[src/rtl/grf_wb_arbiter_pkg.sv]
// grf_wb_arbiter shared types: register/data widths and the queued MDU
// writeback entry, plus a helper that spots writes to the hardwired $0.
package grf_wb_arbiter_pkg;

    localparam int REG_ADDR_W = 5;
    localparam int DATA_W     = 32;
    localparam int REG_COUNT  = 32;

    typedef logic [REG_ADDR_W-1:0] reg_addr_t;
    typedef logic [DATA_W-1:0]     data_t;

    typedef struct packed {
        reg_addr_t a3;
        data_t     wd;
    } wb_entry_t;

    // $0 is hardwired; any write to it is dropped everywhere.
    function automatic logic is_null(input reg_addr_t a);
        return a == '0;
    endfunction

endpackage

[src/rtl/grf_wb_fifo.sv]
// grf_wb_fifo: DEPTH-entry synchronous FIFO of MDU writeback entries.
// Ports: clk, reset (async, active-low), push/din, pop/dout, full, empty.
// The caller must never push while full unless it pops in the same cycle.
module grf_wb_fifo
    import grf_wb_arbiter_pkg::*;
#(
    parameter int DEPTH = 2
) (
    input  logic      clk,
    input  logic      reset,
    input  logic      push,
    input  logic      pop,
    input  wb_entry_t din,
    output wb_entry_t dout,
    output logic      full,
    output logic      empty
);

    localparam int AW = $clog2(DEPTH);
    // DEPTH is a power of two, so "full" is just the top count bit.
    localparam logic [AW:0] FULL_CNT = {1'b1, {AW{1'b0}}};

    wb_entry_t     mem [DEPTH];
    logic [AW-1:0] wr_ptr;
    logic [AW-1:0] rd_ptr;
    logic [AW:0]   count;

    assign full  = (count == FULL_CNT);
    assign empty = (count == '0);
    assign dout  = mem[rd_ptr];

    always_ff @(posedge clk or negedge reset) begin
        if (!reset) begin
            wr_ptr <= '0;
            rd_ptr <= '0;
            count  <= '0;
        end else begin
            if (push) begin
                wr_ptr <= wr_ptr + 1'b1;
            end
            if (pop) begin
                rd_ptr <= rd_ptr + 1'b1;
            end
            unique case ({push, pop})
                2'b10:   count <= count + 1'b1;
                2'b01:   count <= count - 1'b1;
                default: count <= count;
            endcase
        end
    end

    // Storage needs no reset: nothing reads it while empty.
    always_ff @(posedge clk) begin
        if (push) begin
            mem[wr_ptr] <= din;
        end
    end

endmodule

[src/rtl/grf_wb_arbiter.sv]
// grf_wb_arbiter: shares the grf write port between the pipeline writeback
// (absolute priority) and the MDU, whose results queue in a small FIFO.
// Ports: clk, reset (async, active-low);
//   pipe_we/pipe_a3/pipe_wd      pipeline writeback
//   mdu_valid/mdu_a3/mdu_wd      MDU result, mdu_ready = FIFO can accept
//   issue_valid/issue_a3         MDU op issued by decode (marks dest busy)
//   chk_a1/chk_a2/chk_a3, hazard decode lookup against the busy scoreboard
//   stall_req                    ask upstream for a bubble to drain the FIFO
//   grf_we/grf_a3/grf_wd         straight to the grf write port
module grf_wb_arbiter
    import grf_wb_arbiter_pkg::*;
#(
    parameter int DEPTH        = 2,
    parameter int STARVE_LIMIT = 4
) (
    input  logic                  clk,
    input  logic                  reset,
    input  logic                  pipe_we,
    input  logic [REG_ADDR_W-1:0] pipe_a3,
    input  logic [DATA_W-1:0]     pipe_wd,
    input  logic                  mdu_valid,
    input  logic [REG_ADDR_W-1:0] mdu_a3,
    input  logic [DATA_W-1:0]     mdu_wd,
    output logic                  mdu_ready,
    input  logic                  issue_valid,
    input  logic [REG_ADDR_W-1:0] issue_a3,
    input  logic [REG_ADDR_W-1:0] chk_a1,
    input  logic [REG_ADDR_W-1:0] chk_a2,
    input  logic [REG_ADDR_W-1:0] chk_a3,
    output logic                  hazard,
    output logic                  stall_req,
    output logic                  grf_we,
    output logic [REG_ADDR_W-1:0] grf_a3,
    output logic [DATA_W-1:0]     grf_wd
);

    localparam int SW = $clog2(STARVE_LIMIT + 1);
    localparam logic [SW-1:0] STARVE_MAX = SW'(STARVE_LIMIT);

    logic           pipe_live;
    logic           fifo_push;
    logic           fifo_pop;
    logic           fifo_full;
    logic           fifo_empty;
    wb_entry_t      mdu_entry;
    wb_entry_t      head;
    logic [SW-1:0]  starve_q;
    logic [SW-1:0]  starve_d;
    logic [REG_COUNT-1:0] busy_q;
    logic [REG_COUNT-1:0] busy_d;

    // ---------------- arbitration ----------------
    assign pipe_live = pipe_we && !is_null(pipe_a3);

    // Any slot the pipeline leaves idle drains the FIFO head.
    assign fifo_pop  = !fifo_empty && !pipe_live;

    // A same-cycle pop frees the slot, so a full FIFO can still accept.
    assign mdu_ready = !fifo_full || fifo_pop;
    assign fifo_push = mdu_valid && mdu_ready && !is_null(mdu_a3);

    assign mdu_entry.a3 = mdu_a3;
    assign mdu_entry.wd = mdu_wd;

    grf_wb_fifo #(
        .DEPTH (DEPTH)
    ) u_fifo (
        .clk   (clk),
        .reset (reset),
        .push  (fifo_push),
        .pop   (fifo_pop),
        .din   (mdu_entry),
        .dout  (head),
        .full  (fifo_full),
        .empty (fifo_empty)
    );

    // The pipeline path is combinational; masking with reset keeps a
    // stray pipe_we from reaching the grf while the block is held.
    always_comb begin
        grf_we = 1'b0;
        grf_a3 = '0;
        grf_wd = '0;
        if (reset) begin
            unique case (1'b1)
                pipe_live: begin
                    grf_we = 1'b1;
                    grf_a3 = pipe_a3;
                    grf_wd = pipe_wd;
                end
                fifo_pop: begin
                    grf_we = 1'b1;
                    grf_a3 = head.a3;
                    grf_wd = head.wd;
                end
                default: begin
                end
            endcase
        end
    end

    // ---------------- starvation ----------------
    always_comb begin
        starve_d = starve_q;
        if (fifo_empty || fifo_pop) begin
            starve_d = '0;
        end else if (starve_q != STARVE_MAX) begin
            starve_d = starve_q + 1'b1;
        end
    end

    always_ff @(posedge clk or negedge reset) begin
        if (!reset) begin
            starve_q <= '0;
        end else begin
            starve_q <= starve_d;
        end
    end

    // Decoded only from flops, so it carries no path from this
    // cycle's inputs back into the upstream stall logic.
    assign stall_req = (starve_q == STARVE_MAX) || fifo_full;

    // ---------------- busy scoreboard ----------------
    // Clear first so a same-cycle reissue to the draining register wins.
    always_comb begin
        busy_d = busy_q;
        if (fifo_pop) begin
            busy_d[head.a3] = 1'b0;
        end
        if (issue_valid && !is_null(issue_a3)) begin
            busy_d[issue_a3] = 1'b1;
        end
        busy_d[0] = 1'b0;
    end

    always_ff @(posedge clk or negedge reset) begin
        if (!reset) begin
            busy_q <= '0;
        end else begin
            busy_q <= busy_d;
        end
    end

    assign hazard = busy_q[chk_a1] | busy_q[chk_a2] | busy_q[chk_a3];

endmodule
[config.mk]
export PLATFORM = sky130hd
export DESIGN_NAME = grf_wb_arbiter
export DESIGN_NICKNAME = d
export VERILOG_FILES = /design/src/rtl/grf_wb_arbiter_pkg.sv /design/src/rtl/grf_wb_fifo.sv /design/src/rtl/grf_wb_arbiter.sv
export SDC_FILE = /design/constraint.sdc
export NUM_CORES = 1
export LEC_CHECK = 0
export ABC_CLOCK_PERIOD_IN_PS = 3150
export CAP_MARGIN = 40
export CORE_UTILIZATION = 46
export DETAILED_ROUTE_END_ITERATION = 10
export PLACE_DENSITY_LB_ADDON = 0.12
export SKIP_CTS_REPAIR_TIMING = 1
export SYNTH_ARGS = -nofsm -noshare
export SYNTH_HDL_FRONTEND = slang
export SYNTH_HIERARCHICAL = 1
export SYNTH_SLANG_ARGS = --single-unit
[constraint.sdc]
create_clock -name clk -period 3.15 [get_ports clk]
set_input_delay 0.63 -clock clk [delete_from_list [all_inputs] [get_ports clk]]
set_output_delay 0.63 -clock clk [all_outputs]
set_load 0.05 [all_outputs]
==> results of run 1 <==
[stage by stage]
step / TNS (ns) / hold slack (ns) / cells
after global routing: -0.04990 / 0.3314 / 829
after floorplan: -5.701 / 0.3344 / 490
final: 0 / 0.3196 / 829
after CTS: -5.024 / 0.3162 / 825
after global placement: -4.627 / 0.4811 / 809
after detailed placement: -7.077 / 0.4829 / 809
[power by group through the flow]
stage | Sequential, uW | Combinational [uW] | Clock (uW)
finish | 2440 | 3010 | 1210
global route | 2490 | 3230 | 1290
CTS | 2440 | 2930 | 1220
detailed placement | 2470 | 2910 | 0
global placement | 2440 | 2850 | 0
floorplan | 2270 | 1920 | 0
[critical path, cell delays in order]
cell and delay (ns):
clkbuf_2 0.09, or4_4 0.55, o21ai_4 0.39, clkbuf_16 0.25, and3_4 0.17, a21oi_1 0.04
nor2b_1 0.19, clkbuf_16 0.20
[final cells by class]
class                      count  area, sq um  area share (%)
clock buffer                  10        229.0           2.629
tap                          172        215.2           2.471
clock inverter                 6        82.58          0.9481
timing repair buffer         185         2225           25.54
multi-input combinational    338         2761           31.71
inverter                       6        22.52          0.2586
sequential                   112         3174           36.45
[Yosys cell counts (4+ instances only)]
cell / n
edfxtp_1: 74
o21ai_0: 50
a21oi_1: 42
nor2b_1: 39
dfrtp_1: 38
and3_1: 35
clkbuf_1: 24
mux2_2: 23
mux2_4: 20
mux4_2: 19
nand2_1: 14
o21ai_1: 14
nor2_1: 11
mux2i_1: 9
nand3_1: 7
inv_1: 6
nand2b_1: 6
nand3b_1: 6
buf_2: 4
buf_6: 4
nand4_1: 4
nor3_1: 4
[per-layer routing]
layer,global-route usage (%),vias to the layer above,routed length [microns],share of wire [%]
met3,6.433,36,992,5.9
met2,43.29,175,8660,52
met4,8.632,0,425,2.5
met5,0,-,0,0
met1,31.85,2362,6710,40
li1,-,2180,-,-
[flip-flops by register name, summed over array words and instances (netlist names)]
| name | count |
|---|---|
| u_fifo/wr_ptr | 1 |
| starve_q | 3 |
| u_fifo/count | 2 |
| u_fifo/mem | 74 |
| u_fifo/rd_ptr | 1 |
| busy_q | 31 |
[placed cells by master (no fill, tap or decap), types with 9 or more instances in the layout]
cell,instances
nor2b_2,24
o21ai_0,49
nor2b_1,15
nand2_1,14
buf_12,41
mux4_2,19
buf_4,36
and3_1,33
dfrtp_1,37
edfxtp_1,74
clkdlybuf4s50_1,87
mux2_2,22
mux2_4,21
a21oi_1,40
mux2i_1,9
clkbuf_16,12
o21ai_1,14
[logic make-up after synthesis]
group | share of synthesized area (%)
AND/OR/NAND/NOR | 13.29
AO/OA/AOI/OAI | 11.10
flip-flops | 53.01
multiplexers | 18.00
buffers and inverters | 3.094
XOR/XNOR | 0.8781
adder cells (fa/ha/maj) | 0.6272
[worst max path at each step]
| stage | from | to | slack, ns | cells past startpoint |
|---|---|---|---|---|
| finish | pipe_a3[2] | grf_wd[23] | 0.006 | 8 |
| global route | pipe_a3[2] | grf_wd[23] | -0.05 | 8 |
| CTS | chk_a2[0] | hazard | -0.20 | 7 |
| detailed placement | chk_a2[0] | hazard | -0.19 | 7 |
| global placement | chk_a2[0] | hazard | -0.16 | 7 |
| floorplan | pipe_a3[2] | u_fifo/mem[0][0] | -0.15 | 7 |
==> key figures, run 1 <==
Critical path
  • CP required: 2.52 ns
  • Depth of the worst register-to-register path: 4
  • Crit Reg-Reg Endpoint: busy_q[22]
  • Critical Path Sink Type: output port
  • Critical R2R Launch: u_fifo/rd_ptr
  • Worst-path fanout max: 7
  • Crit path DAT: 2.51 ns
  • Crit Path Category: in2out
  • Setup crit start kind: input port
  • R2R setup slack: between 1 and 1.5 ns

Floorplanning
  • Die area: 13470 sq um
  • Row cnt: 41
  • Num ports: 140
  • Die Span Y: 116.1 microns
  • Chip width: 116.1 microns
  • Initial core utilization: 47.24%
  • Core region area: 12670 sq um

Power and ir drop
  • Flop pwr share: 36.7%
  • Pwr dens: 764.6 nW/um^2
  • Clock share of power: 18.1%
  • Switching Power: 2385 uW
  • Max rail drop VDD: 0.4182 mV
  • Pleak: roughly 0.0034 uW
  • Gate power share: 45.2%
  • Final Power: 6659 uW
  • Sw Share: a little over a third
  • P_int: 4275 uW

Layout
  • Area growth syn-to-layout: 45.51%
  • Fraction of final layout cells with drive strength greater than 1: a little under a third
  • Nets: 754
  • Post-Layout Inst Area: 8710 sq um
  • N_diodes: 0
  • Number of fillers in the final layout: approximately 940
  • Post-layout util: 68.74%

Yosys
  • Async set-reset flop share out of synthesis: 33.93%
  • Post-synth EDFFs: 74
  • Synth cell types: 43
  • Avg Cell Area, Syn: between 10 and 15 sq um
  • Register bit total from synthesis: ~110
  • Main area contributors after synthesis: edfxtp_1 (37%), dfrtp_1 (16%), mux4_2 (7.1%), mux2_4 (5.0%), mux2_2 (4.3%)
  • Yosys top cell by area: edfxtp_1
  • Synth Instances: 490
  • Mapped Area: 5986 sq um
  • Post-synth top flop: edfxtp_1
  • Syn Nets: between 500 and 600
  • Register area share after synthesis: 53.01%
  • Synth warn: 6
  • Top cell type's share of synthesized area: 37.12%

Place
  • Final GP Congestion: 0.8872
  • Final HPWL DP: 11960 microns
  • Dpl ws: -0.1902 ns
  • Dpl cell area: 8187 sq um
  • I/O Buffers: around 140

Global routing
  • Vias in the first global route: between 4000 and 5000
  • First-pass GRT wire length: 25510 microns
  • Largest net degree at the start of global routing: 43
  • Total global routing track utilization: 25.51%
  • Initial antenna violation count: 0
  • Gr ovfl total: 0

Drt
  • Detailed Route WL: 16790 microns
  • Vias per std cell: 5.733
  • DR WL/cell: about 20 microns
  • Routed Antenna Nets: 0
  • TritonRoute pass-1 iters: 7
  • Initial DRC count: 200
  • Drt drc: 0
  • DR vias: around 4800

Flow run
  • Max Cap Viol: 0

STA
  • Rel. slew slack: a little over half
  • Crit share post-route: 99.80%
  • Slew Viols, Final: 0
  • Measured slew at the worst slew-check pin: 0.6837 ns
  • Clock Skews: ~0.011 ns
  • Tmin final: 3.144 ns
  • Final setup vio count: 0
  • Min setup slack post-route: 0.006372 ns
  • Fin. Hold Viols: 0
  • Highest clock rate: between 300 and 400 MHz

Clock tree
  • CTS HTree Levels: 3
  • Reg clk slew, reported paths: 0.06 ns
  • Worst-Skew Late Latency: 0.36 ns
  • CTS root buffer: clkbuf_16
  • Total CTS buffers: 9
  • CTS tree: yes
  • CTS Sinks: roughly 110
  • Clk buf depth: 2

Status
  • Status: complete, no violations

Hold path
  • Min-delay worst type: in2async
No activity file was read; power rests on OpenSTA's default activity.
==> run 2, diff against run 1 <==
--- a/config.mk
+++ b/config.mk
@@ -8,6 +8,7 @@
 export ABC_CLOCK_PERIOD_IN_PS = 3150
 export CAP_MARGIN = 40
 export CORE_UTILIZATION = 46
+export CTS_CLUSTER_DIAMETER = 40
 export DETAILED_ROUTE_END_ITERATION = 10
 export PLACE_DENSITY_LB_ADDON = 0.12
 export SKIP_CTS_REPAIR_TIMING = 1
==> results of run 2 <==
No change in the layout: final DEF, timing and power equal those of run 1.
==> run 3, diff against run 2 <==
--- a/config.mk
+++ b/config.mk
@@ -5,12 +5,12 @@
 export SDC_FILE = /design/constraint.sdc
 export NUM_CORES = 1
 export LEC_CHECK = 0
-export ABC_CLOCK_PERIOD_IN_PS = 3150
+export ABC_CLOCK_PERIOD_IN_PS = 2600
 export CAP_MARGIN = 40
 export CORE_UTILIZATION = 46
 export CTS_CLUSTER_DIAMETER = 40
 export DETAILED_ROUTE_END_ITERATION = 10
-export PLACE_DENSITY_LB_ADDON = 0.12
+export PLACE_DENSITY = 0.77
 export SKIP_CTS_REPAIR_TIMING = 1
 export SYNTH_ARGS = -nofsm -noshare
 export SYNTH_HDL_FRONTEND = slang
==> constraint.sdc (replaced) <==
create_clock -name clk -period 2.6 [get_ports clk]
set_input_delay 0.52 -clock clk [delete_from_list [all_inputs] [get_ports clk]]
set_output_delay 0.52 -clock clk [all_outputs]
set_load 0.05 [all_outputs]
==> key figures, run 3 (same netlist as run 1, synthesis figures left out) <==
Drt
  • DR vias: 5096 (+7.2%)
  • WL met1: 7734 microns (+15%)
  • Vias per std cell: 6.038 (+5.3%)
  • Top layer in use: met4
  • TritonRoute pass-1 iters: 5 (-2)
  • Detailed Route WL: 20290 microns (+21%)
  • Drt drc: 0 (unchanged)
  • DR WL/cell: 24.05 microns (+19%)
  • Metal2 WL: 10380 microns (+20%)
  • Initial DRC count: 387 (+94%)
  • Routed Antenna Nets: 0 (unchanged)
  • Metal3 WL: 1714 microns (+73%)

Critical path
  • Crit Path Category: in2out
  • Critical Path Source: pipe_a3[4]
  • WP depth: 9 (+1)
  • Crit path DAT: 2.26 ns (-0.25 ns)
  • Top cell by count, worst path: buf_6
  • Slowest CP cell: or4_4
  • CP Buf/Inv Count: 4 (+1)
  • Critical Path End: grf_wd[0]
  • R2R setup slack: 0.46 ns (-0.64 ns)
  • CP top delay family: simple AND/OR/NAND/NOR gates
  • Crit-path max cell delay: 0.56 ns (about the same)
  • Critical Path Sink Type: output port
  • CP required: 2.08 ns (-0.44 ns)
  • Critical R2R Launch: u_fifo/rd_ptr
  • Setup crit start kind: input port
  • Depth of the worst register-to-register path: 5 (+1)
  • Worst-path fanout max: 8 (+1)
  • Crit Reg-Reg Endpoint: busy_q[22]
  • Cell Chain, Critical Path: clkbuf_2 > or4_4 > o21ai_4 > buf_6 > buf_6 > and3_4 > a21oi_2 > nor2b_2 > buf_12

STA
  • RSZ-0062 raised after global routing: true
  • Fin. Hold Viols: 0 (unchanged)
  • Clock Skews: 0.007861 ns (-0.002652 ns)
  • Setup TNS: -4.070 ns (-4.070 ns)
  • Highest clock rate: between 300 and 400 MHz
  • Rel. slew slack: 66.51% (+12 points)
  • Crit share post-route: 106.8%
  • Measured slew at the worst slew-check pin: 0.5015 ns (-0.1822 ns)
  • Hold Slack: 0.4872 ns (+0.1676 ns)
  • Tmin final: 2.777 ns
  • Slew Viols, Final: 0 (unchanged)
  • Min setup slack post-route: -0.1765 ns (-0.1829 ns)
  • Final setup vio count: 36 (+36)

Floorplanning
  • Row cnt: 41 (unchanged)
  • Core region area: 12670 sq um (unchanged)
  • Die area: 13470 sq um (unchanged)
  • Die Span Y: 116.1 microns (unchanged)
  • Chip width: 116.1 microns (unchanged)
  • Initial core utilization: 47.24% (unchanged)
  • Num ports: 140 (unchanged)

Clock tree
  • CTS tree: yes
  • Total CTS buffers: 9 (unchanged)
  • CTS root buffer: clkbuf_16
  • Reg clk slew, reported paths: 0.07 ns (about the same)
  • CTS HTree Levels: 3 (unchanged)
  • Worst-Skew Late Latency: 0.35 ns (about the same)
  • Clk buf depth: 2 (unchanged)
  • CTS Sinks: 112 (unchanged)

Layout
  • Area growth syn-to-layout: 56.17%
  • Top flop regs: u_fifo/mem (74), busy_q (31), starve_q (3)
  • Nets: 769 (+2.0%)
  • Largest register FFs: 74 (unchanged)
  • Register name with the most flops: u_fifo/mem
  • Fraction of final layout cells with drive strength greater than 1: 45.09% (+13 points)
  • Post-layout util: 73.77% (+5.0 points)
  • Most frequent cells in the layout: clkdlybuf4s50_1 (83), edfxtp_1 (74), o21ai_0 (49), buf_4 (47), buf_12 (46)
  • Fin cells: 844 (+1.8%)
  • N_diodes: 0 (unchanged)
  • Most common cell after layout, fill and taps aside: clkdlybuf4s50_1

Global routing
  • Gr ovfl total: 0 (unchanged)
  • Vias in the first global route: 5118 (+5.3%)
  • Total global routing track utilization: 27.67% (+2.2 points)
  • Initial antenna violation count: 0 (unchanged)
  • Largest net degree at the start of global routing: 39 (-9.3%)
  • First-pass GRT wire length: 27630 microns (+8.3%)

Place
  • Dpl ws: -0.5411 ns (-0.3510 ns)
  • Final HPWL DP: 13130 microns (+9.8%)
  • Placed insts: 812 (+0.37%)
  • Final GP Congestion: 0.9819 (+11%)
  • I/O Buffers: 139 (unchanged)

Flow run
  • Max Cap Viol: 0 (unchanged)

Power and ir drop
  • Pleak: 0.003648 uW (+6.6%)
  • Pwr dens: 929.9 nW/um^2 (+22%)
  • Max rail drop VDD: 0.5018 mV (+20%)

Status
  • Failing checks: negative setup slack
  • Status: complete, but fails checks

Hold path
  • HP Start: u_fifo/count[1]
  • Min-delay worst type: reg2reg
-- run 3: cell count changes in the layout (fill, tap and decap cells not counted), moves of 4 or more --
cell	previous run	this run
nor2b_4	0	31
dfrtp_1	37	33
buf_4	36	47
and3_1	33	11
dfrtp_2	1	5
buf_12	41	46
nor2b_1	15	4
a21oi_1	40	5
a21oi_2	2	35
clkdlybuf4s50_1	87	83
nor2b_2	24	4
and3_4	2	24
-- run 3: routing by layer --
| layer | up-vias | track usage (%) |
|---|---|---|
| met2 | 274 | 46.35 |
| met3 | 36 | 7.322 |
| li1 | 2221 | - |
| met1 | 2565 | 34.27 |
| met4 | 0 | 10.77 |
| met5 | - | 0 |
-- run 3: per-stage QoR --
| stage | power, uW | area, sq um |
|---|---|---|
| 2_1_floorplan | 5258 | 6306 |
| 3_3_place_gp | 6668 | 8536 |
| 3_5_place_dp | 6784 | 8536 |
| 4_1_cts | 8167 | 8823 |
| 5_1_grt | 9005 | 9348 |
| 6_report | 8693 | 9348 |
-- run 3: worst min path at each step --
stage	cells past startpoint	end	slack, ns
3_3_place_gp	1	u_fifo/count[1]	0.47
2_1_floorplan	0	busy_q[10]	0.22
3_5_place_dp	1	u_fifo/count[1]	0.48
6_report	1	u_fifo/count[1]	0.49
4_1_cts	1	u_fifo/count[1]	0.49
5_1_grt	1	u_fifo/count[1]	0.52
-- run 3: cell type report --
type	count	area [sq um]
Tap cell	172	215.2
Timing Repair Buffer	200	2376
Inverter	6	22.52
Sequential cell	112	3179
Multi-Input combinational cell	338	3267
Clock buffer	10	229.0
Clock inverter	6	58.81
Fill cell	727	3323
-- run 3: power by group --
part           leakage [uW]  internal (uW)  total, uW  switching, uW
logic               0.00236           2160       4310           2150
registers           0.00115           2500       2980            481
clock network      0.000138            745       1400            651
-- run 3: worst reg2reg max path, delay by kind of cell, from the launching register on --
kind	cells	cell delay, ns
AO/OA/AOI/OAI	2	0.33
AND/OR/NAND/NOR	1	0.62
flip-flops	1	0.45
buffers and inverters	1	0.18
multiplexers	1	0.43
